--- src/rtl/detector_jogada.sv ---
// detector_jogada: player-button front end. Synchronises the raw button
// vector, waits for it to stay stable, and turns each accepted press into
// one 'jogada' pulse with a held one-hot button code. A stable multi-key
// pattern gives one 'jogada_invalida' pulse instead. After either pulse,
// every key must be released for a full debounce window before the next
// press can be recognised.
module detector_jogada #(
    parameter int N_BOTOES        = 4,
    parameter int DEBOUNCE_CICLOS = 1000
) (
    input  logic                clock,
    input  logic                reset,
    input  logic [N_BOTOES-1:0] botoes,
    output logic                jogada,
    output logic [N_BOTOES-1:0] jogada_valor,
    output logic                jogada_invalida,
    output logic [3:0]          db_estado
);

    localparam int CNT_W = $clog2(DEBOUNCE_CICLOS);

    localparam logic [CNT_W-1:0]    CNT_ZERO  = CNT_W'(0);
    localparam logic [CNT_W-1:0]    CNT_UM    = CNT_W'(1);
    localparam logic [CNT_W-1:0]    CNT_MAX   = CNT_W'(DEBOUNCE_CICLOS - 1);
    localparam logic [N_BOTOES-1:0] BOT_ZERO  = N_BOTOES'(0);
    localparam logic [N_BOTOES-1:0] BOT_UM    = N_BOTOES'(1);

    typedef enum logic [2:0] {
        OCIOSO  = 3'd0,
        FILTRA  = 3'd1,
        PULSO   = 3'd2,
        REJEITA = 3'd3,
        SOLTA   = 3'd4
    } estado_t;

    // True when exactly one bit of the pattern is set.
    function automatic logic ehUmQuente(input logic [N_BOTOES-1:0] v);
        logic [N_BOTOES-1:0] menosUm;
        menosUm = v - BOT_UM;
        return (v != BOT_ZERO) && ((v & menosUm) == BOT_ZERO);
    endfunction

    // True for the encodings the FSM actually uses.
    function automatic logic estadoValido(input estado_t e);
        logic ok;
        case (e)
            OCIOSO, FILTRA, PULSO, REJEITA, SOLTA: ok = 1'b1;
            default:                               ok = 1'b0;
        endcase
        return ok;
    endfunction

    // Debug code shown for a given state.
    function automatic logic [3:0] codigoEstado(input estado_t e);
        logic [3:0] c;
        case (e)
            OCIOSO:  c = 4'h0;
            FILTRA:  c = 4'h1;
            PULSO:   c = 4'h2;
            REJEITA: c = 4'h3;
            SOLTA:   c = 4'h4;
            default: c = 4'hF;
        endcase
        return c;
    endfunction

    logic [N_BOTOES-1:0] sync1_r;
    logic [N_BOTOES-1:0] bs_r;
    logic [N_BOTOES-1:0] amostra_r;
    logic [N_BOTOES-1:0] amostra_s;
    logic [CNT_W-1:0]    cnt_r;
    logic [CNT_W-1:0]    cnt_s;
    estado_t             estado_r;
    estado_t             proximo_s;
    logic                jogada_r;
    logic                invalida_r;
    logic [N_BOTOES-1:0] valor_r;
    logic [N_BOTOES-1:0] valor_s;
    logic [3:0]          dbEstado_r;

    // Two-flop synchroniser bringing the asynchronous buttons into the clock domain.
    always_ff @(posedge clock or posedge reset) begin
        if (reset) begin
            sync1_r <= BOT_ZERO;
            bs_r    <= BOT_ZERO;
        end else begin
            sync1_r <= botoes;
            bs_r    <= sync1_r;
        end
    end

    // Next-state, counter, sample and held-code logic of the press FSM.
    always_comb begin
        proximo_s = estado_r;
        cnt_s     = cnt_r;
        amostra_s = amostra_r;
        valor_s   = valor_r;
        case (estado_r)
            OCIOSO: begin
                cnt_s = CNT_ZERO;
                if (bs_r != BOT_ZERO) begin
                    amostra_s = bs_r;
                    proximo_s = FILTRA;
                end else begin
                    proximo_s = OCIOSO;
                end
            end
            FILTRA: begin
                if (bs_r != amostra_r) begin
                    // Pattern moved: start over so the final stable pattern decides.
                    cnt_s     = CNT_ZERO;
                    proximo_s = OCIOSO;
                end else if (cnt_r < CNT_MAX) begin
                    cnt_s = cnt_r + CNT_UM;
                end else if (ehUmQuente(amostra_r)) begin
                    cnt_s     = CNT_ZERO;
                    valor_s   = amostra_r;
                    proximo_s = PULSO;
                end else begin
                    cnt_s     = CNT_ZERO;
                    proximo_s = REJEITA;
                end
            end
            PULSO: begin
                cnt_s     = CNT_ZERO;
                proximo_s = SOLTA;
            end
            REJEITA: begin
                cnt_s     = CNT_ZERO;
                proximo_s = SOLTA;
            end
            SOLTA: begin
                // Any key still down restarts the release window.
                if (bs_r != BOT_ZERO) begin
                    cnt_s = CNT_ZERO;
                end else if (cnt_r == CNT_MAX) begin
                    cnt_s     = CNT_ZERO;
                    proximo_s = OCIOSO;
                end else begin
                    cnt_s = cnt_r + CNT_UM;
                end
            end
            default: begin
                cnt_s     = CNT_ZERO;
                proximo_s = OCIOSO;
            end
        endcase
    end

    // State, counter and sample registers of the press FSM.
    always_ff @(posedge clock or posedge reset) begin
        if (reset) begin
            estado_r  <= OCIOSO;
            cnt_r     <= CNT_ZERO;
            amostra_r <= BOT_ZERO;
        end else begin
            estado_r  <= proximo_s;
            cnt_r     <= cnt_s;
            amostra_r <= amostra_s;
        end
    end

    // Registered outputs; they reflect the state entered on the same edge.
    always_ff @(posedge clock or posedge reset) begin
        if (reset) begin
            jogada_r   <= 1'b0;
            invalida_r <= 1'b0;
            valor_r    <= BOT_ZERO;
            dbEstado_r <= 4'h0;
        end else begin
            jogada_r   <= (proximo_s == PULSO);
            invalida_r <= (proximo_s == REJEITA);
            valor_r    <= valor_s;
            // A corrupted state encoding is flagged for one cycle while recovering.
            dbEstado_r <= estadoValido(estado_r) ? codigoEstado(proximo_s) : 4'hF;
        end
    end

    assign jogada          = jogada_r;
    assign jogada_invalida = invalida_r;
    assign jogada_valor    = valor_r;
    assign db_estado       = dbEstado_r;

endmodule
--- config.mk ---
export PLATFORM = sky130hd
export DESIGN_NAME = detector_jogada
export DESIGN_NICKNAME = d
export VERILOG_FILES = /design/src/rtl/detector_jogada.sv
export SDC_FILE = /design/constraint.sdc
export NUM_CORES = 1
export LEC_CHECK = 0
export ABC_AREA = 1
export BUFFER_PORTS_ARGS = -buffer_cell sky130_fd_sc_hd__buf_2
export CORE_MARGIN = 1.5
export CORE_UTILIZATION = 45
export DETAILED_ROUTE_END_ITERATION = 10
export PLACE_DENSITY = 0.72
export SYNTH_ARGS = -nofsm -noshare
export SYNTH_HDL_FRONTEND = slang
export SYNTH_SLANG_ARGS = --single-unit
--- constraint.sdc ---
create_clock -name clock -period 1.2 [get_ports clock]
set_input_delay 0.12 -clock clock [delete_from_list [all_inputs] [get_ports clock]]
set_output_delay 0.12 -clock clock [all_outputs]
set_load 0.05 [all_outputs]
==> impl_metrics.json <==
{
  "setup_viol": 26,
  "synthesis.nets": 173,
  "yosys_warnings": 0,
  "wl_met3_um": 170,
  "slowest_stage": "dfrtp_1",
  "clk_pin_slew_ns": 0.10,
  "ir_drop_v": 0.000813,
  "dr.pass1.iters": 4,
  "hpwl_mm": 2.02,
  "crit_path_end_kind": "flip-flop",
  "initial_core_util_pct": 48.3,
  "diodes": 0,
  "layout_commonest_cell": "nand2_1",
  "grt_pass1_wl_mm": 4.78,
  "route.met2.wl_mm": 1.68,
  "core_area_mm2": 0.00310,
  "hp-class": "reg2reg",
  "drc_errors": 0,
  "slowest_delay_ns": 0.42,
  "seq_area_frac_synth_pct": 58.5,
  "cts.path.max_buffers": 2,
  "path_class": "reg2reg",
  "fillers": 240,
  "fin_hold_ws_ns": 0.356,
  "relSlewSlack_pct": 71.1,
  "setup_ws_ns": -0.299,
  "crit_buf_inv": 3,
  "crit_path_start_kind": "flip-flop",
  "violations": "negative setup slack",
  "gr-total-overflow": 0,
  "syn_avg_cell_area_um2": 9.02,
  "power_uw": 3250,
  "numPortBuffers": 15,
  "crit_family": "simple AND/OR/NAND/NOR gates",
  "root_buffer": "clkbuf_4",
  "cp_max_fo": 5,
  "wl_met1_mm": 1.20,
  "place_congestion": 0.766,
  "ys_types": 23,
  "max-cap-violations": 0,
  "syn_inst": 166,
  "fin_crit_ns": 1.50,
  "drt_wl_total_mm": 3.09,
  "drv_slew": 0,
  "grt_setup_unrepaired": "true",
  "final-hold-violation-count": 0,
  "synth_largest_area_cell": "dfrtp_1",
  "floorplan.die.height_um": 60.7,
  "drive_above_1_share_pct": 46.2,
  "p_per_area_mw_per_mm2": 1560,
  "status": "finished with violations",
  "cp.required_ns": 1.44,
  "routed.top_layer": "met4",
  "drt_iter0_markers": 42,
  "ys_seq_elements": 35,
  "tightest_slew_ns": 0.433,
  "die_width_um": 60.7,
  "synth_area_leaders": "dfrtp_1, nand2_1, inv_1",
  "antenna_left": 0,
  "crit_chain": "buf_6, buf_4, nand3_2, nor2_2, nand2_1, nor2_1, buf_4, nand3_1, nand2_1, nor2_1",
  "vias_per_cell": 4.82,
  "clkLatencyLatePin_ns": 0.34,
  "vias": 1278,
  "cts_tree": "yes",
  "clock.fmax_ghz": 0.667,
  "leakagePower_uw": 0.00113,
  "nets": 227,
  "syn-cell-area_mm2": 0.00150,
  "placementRows": 20,
  "cts_sinks": 35,
  "tns_ns": -4.19,
  "die_area_mm2": 0.00368,
  "crit_arrival_ns": 1.74,
  "ioPinCount": 16,
  "synth.top_cell.area_share_pct": 58.5,
  "syn2layout_area_growth_pct": 38.8,
  "numCtsBuffers": 5,
  "cts_htree_levels": 2,
  "period_share_pct": 125,
  "grt_max_degree": 36,
  "wl_per_cell_um": 11.7,
  "final.setup_skew_ns": 0.00925,
  "grt_pass1_vias": 1197,
  "grt_antenna_before_repair": 0,
  "final_cell_mix": "nand2_1, dfrtp_1, buf_4, nand2_2, buf_2",
  "track_usage_pct": 17.9
}
per-layer routing:
metal | vias to the layer above | global-route usage [%]
met2 | 38 | 31.8
met4 | 0 | 6.83
li1 | 625 | -
met5 | - | 0
met3 | 5 | 7.68
met1 | 610 | 18.8
sequential cells by signal, indices dropped and copies added, names as in the netlist:
name             count
sync1_r              4
db_estado            4
estado_r             3
amostra_r            4
cnt_r               10
jogada_invalida      1
bs_r                 4
jogada               1
jogada_valor         4
path summary, 6_finish.rpt:
check | start | to | slack (ns) | cells past startpoint
max | cnt_r[0] | cnt_r[7] | -0.30 | 10
max in group asynchronous | reset | amostra_r[2] | 0.46 | 4
min in group asynchronous | reset | bs_r[2] | 0.41 | 4
max reg2reg | cnt_r[0] | cnt_r[7] | -0.30 | 10
min | sync1_r[1] | bs_r[1] | 0.36 | 0
min reg2reg | sync1_r[1] | bs_r[1] | 0.36 | 0
cell type report:
| class | count | area [µm²] | share of cell area (%) |
|---|---|---|---|
| Sequential cell | 35 | 880 | 42.3 |
| Multi-Input combinational cell | 107 | 643 | 30.9 |
| Timing Repair Buffer | 47 | 339 | 16.3 |
| Inverter | 24 | 92.6 | 4.46 |
| Clock buffer | 8 | 68.8 | 3.31 |
| Tap cell | 44 | 55.1 | 2.65 |
where the power goes:
group,internal (µW),total [µW],switching (µW)
clock,345,722,377
combinational,443,1070,629
sequential,1310,1460,147
kinds of logic after synthesis:
logic type               share of synthesized area [%]
buffers and inverters                             6.02
adder cells (fa/ha/maj)                          0.835
AO/OA/AOI/OAI                                     6.18
AND/OR/NAND/NOR                                   26.7
XOR/XNOR                                          1.75
flip-flops                                        58.5
synthesized netlist by cell type:
| cell | n |
|---|---|
| nor2_8 | 1 |
| a21boi_0 | 1 |
| nor2_1 | 14 |
| o211ai_1 | 1 |
| nand4_2 | 1 |
| o21ai_1 | 1 |
| nand2_2 | 6 |
| xor2_1 | 2 |
| dfrtp_1 | 35 |
| a21oi_1 | 7 |
| nand3b_1 | 1 |
| nand4_1 | 2 |
| a21o_1 | 1 |
| xnor2_1 | 1 |
| nor2_2 | 4 |
| ha_1 | 1 |
| inv_1 | 17 |
| nor3_2 | 1 |
| nand3_1 | 9 |
| nand2_1 | 46 |
| inv_2 | 7 |
| nor3_1 | 1 |
| o21ai_0 | 6 |
worst reg2reg max path, cell delays in order (launching register included):
cell and delay, ns:
dfrtp_1 0.42, buf_6 0.11, buf_4 0.10, nand3_2 0.08, nor2_2 0.16, nand2_1 0.10, nor2_1 0.13, buf_4 0.14
nand3_1 0.06, nand2_1 0.06, nor2_1 0.04
per-stage QoR:
step / worst slack (ns) / util [%] / cell area, µm² / cells
global placement: -0.149 / 57.3 / 1780 / 242
finish: -0.299 / 67.0 / 2080 / 265
global route: -0.391 / 67.0 / 2080 / 265
CTS: -0.186 / 62.7 / 1950 / 259
detailed placement: -0.227 / 57.3 / 1780 / 242
floorplan: -0.0820 / - / 1520 / 166
repair_timing:
item / in CTS / in global routing
resized for setup: 7 / 33
pin swaps: 4 / 11
hold endpoints to repair: 39 / 0
cloned: 0 / 0
hold buffers: 5 / 0
endpoints found under the setup margin: 22 / 26
setup buffers: 4 / 6
(Power assumes the default switching activity.)
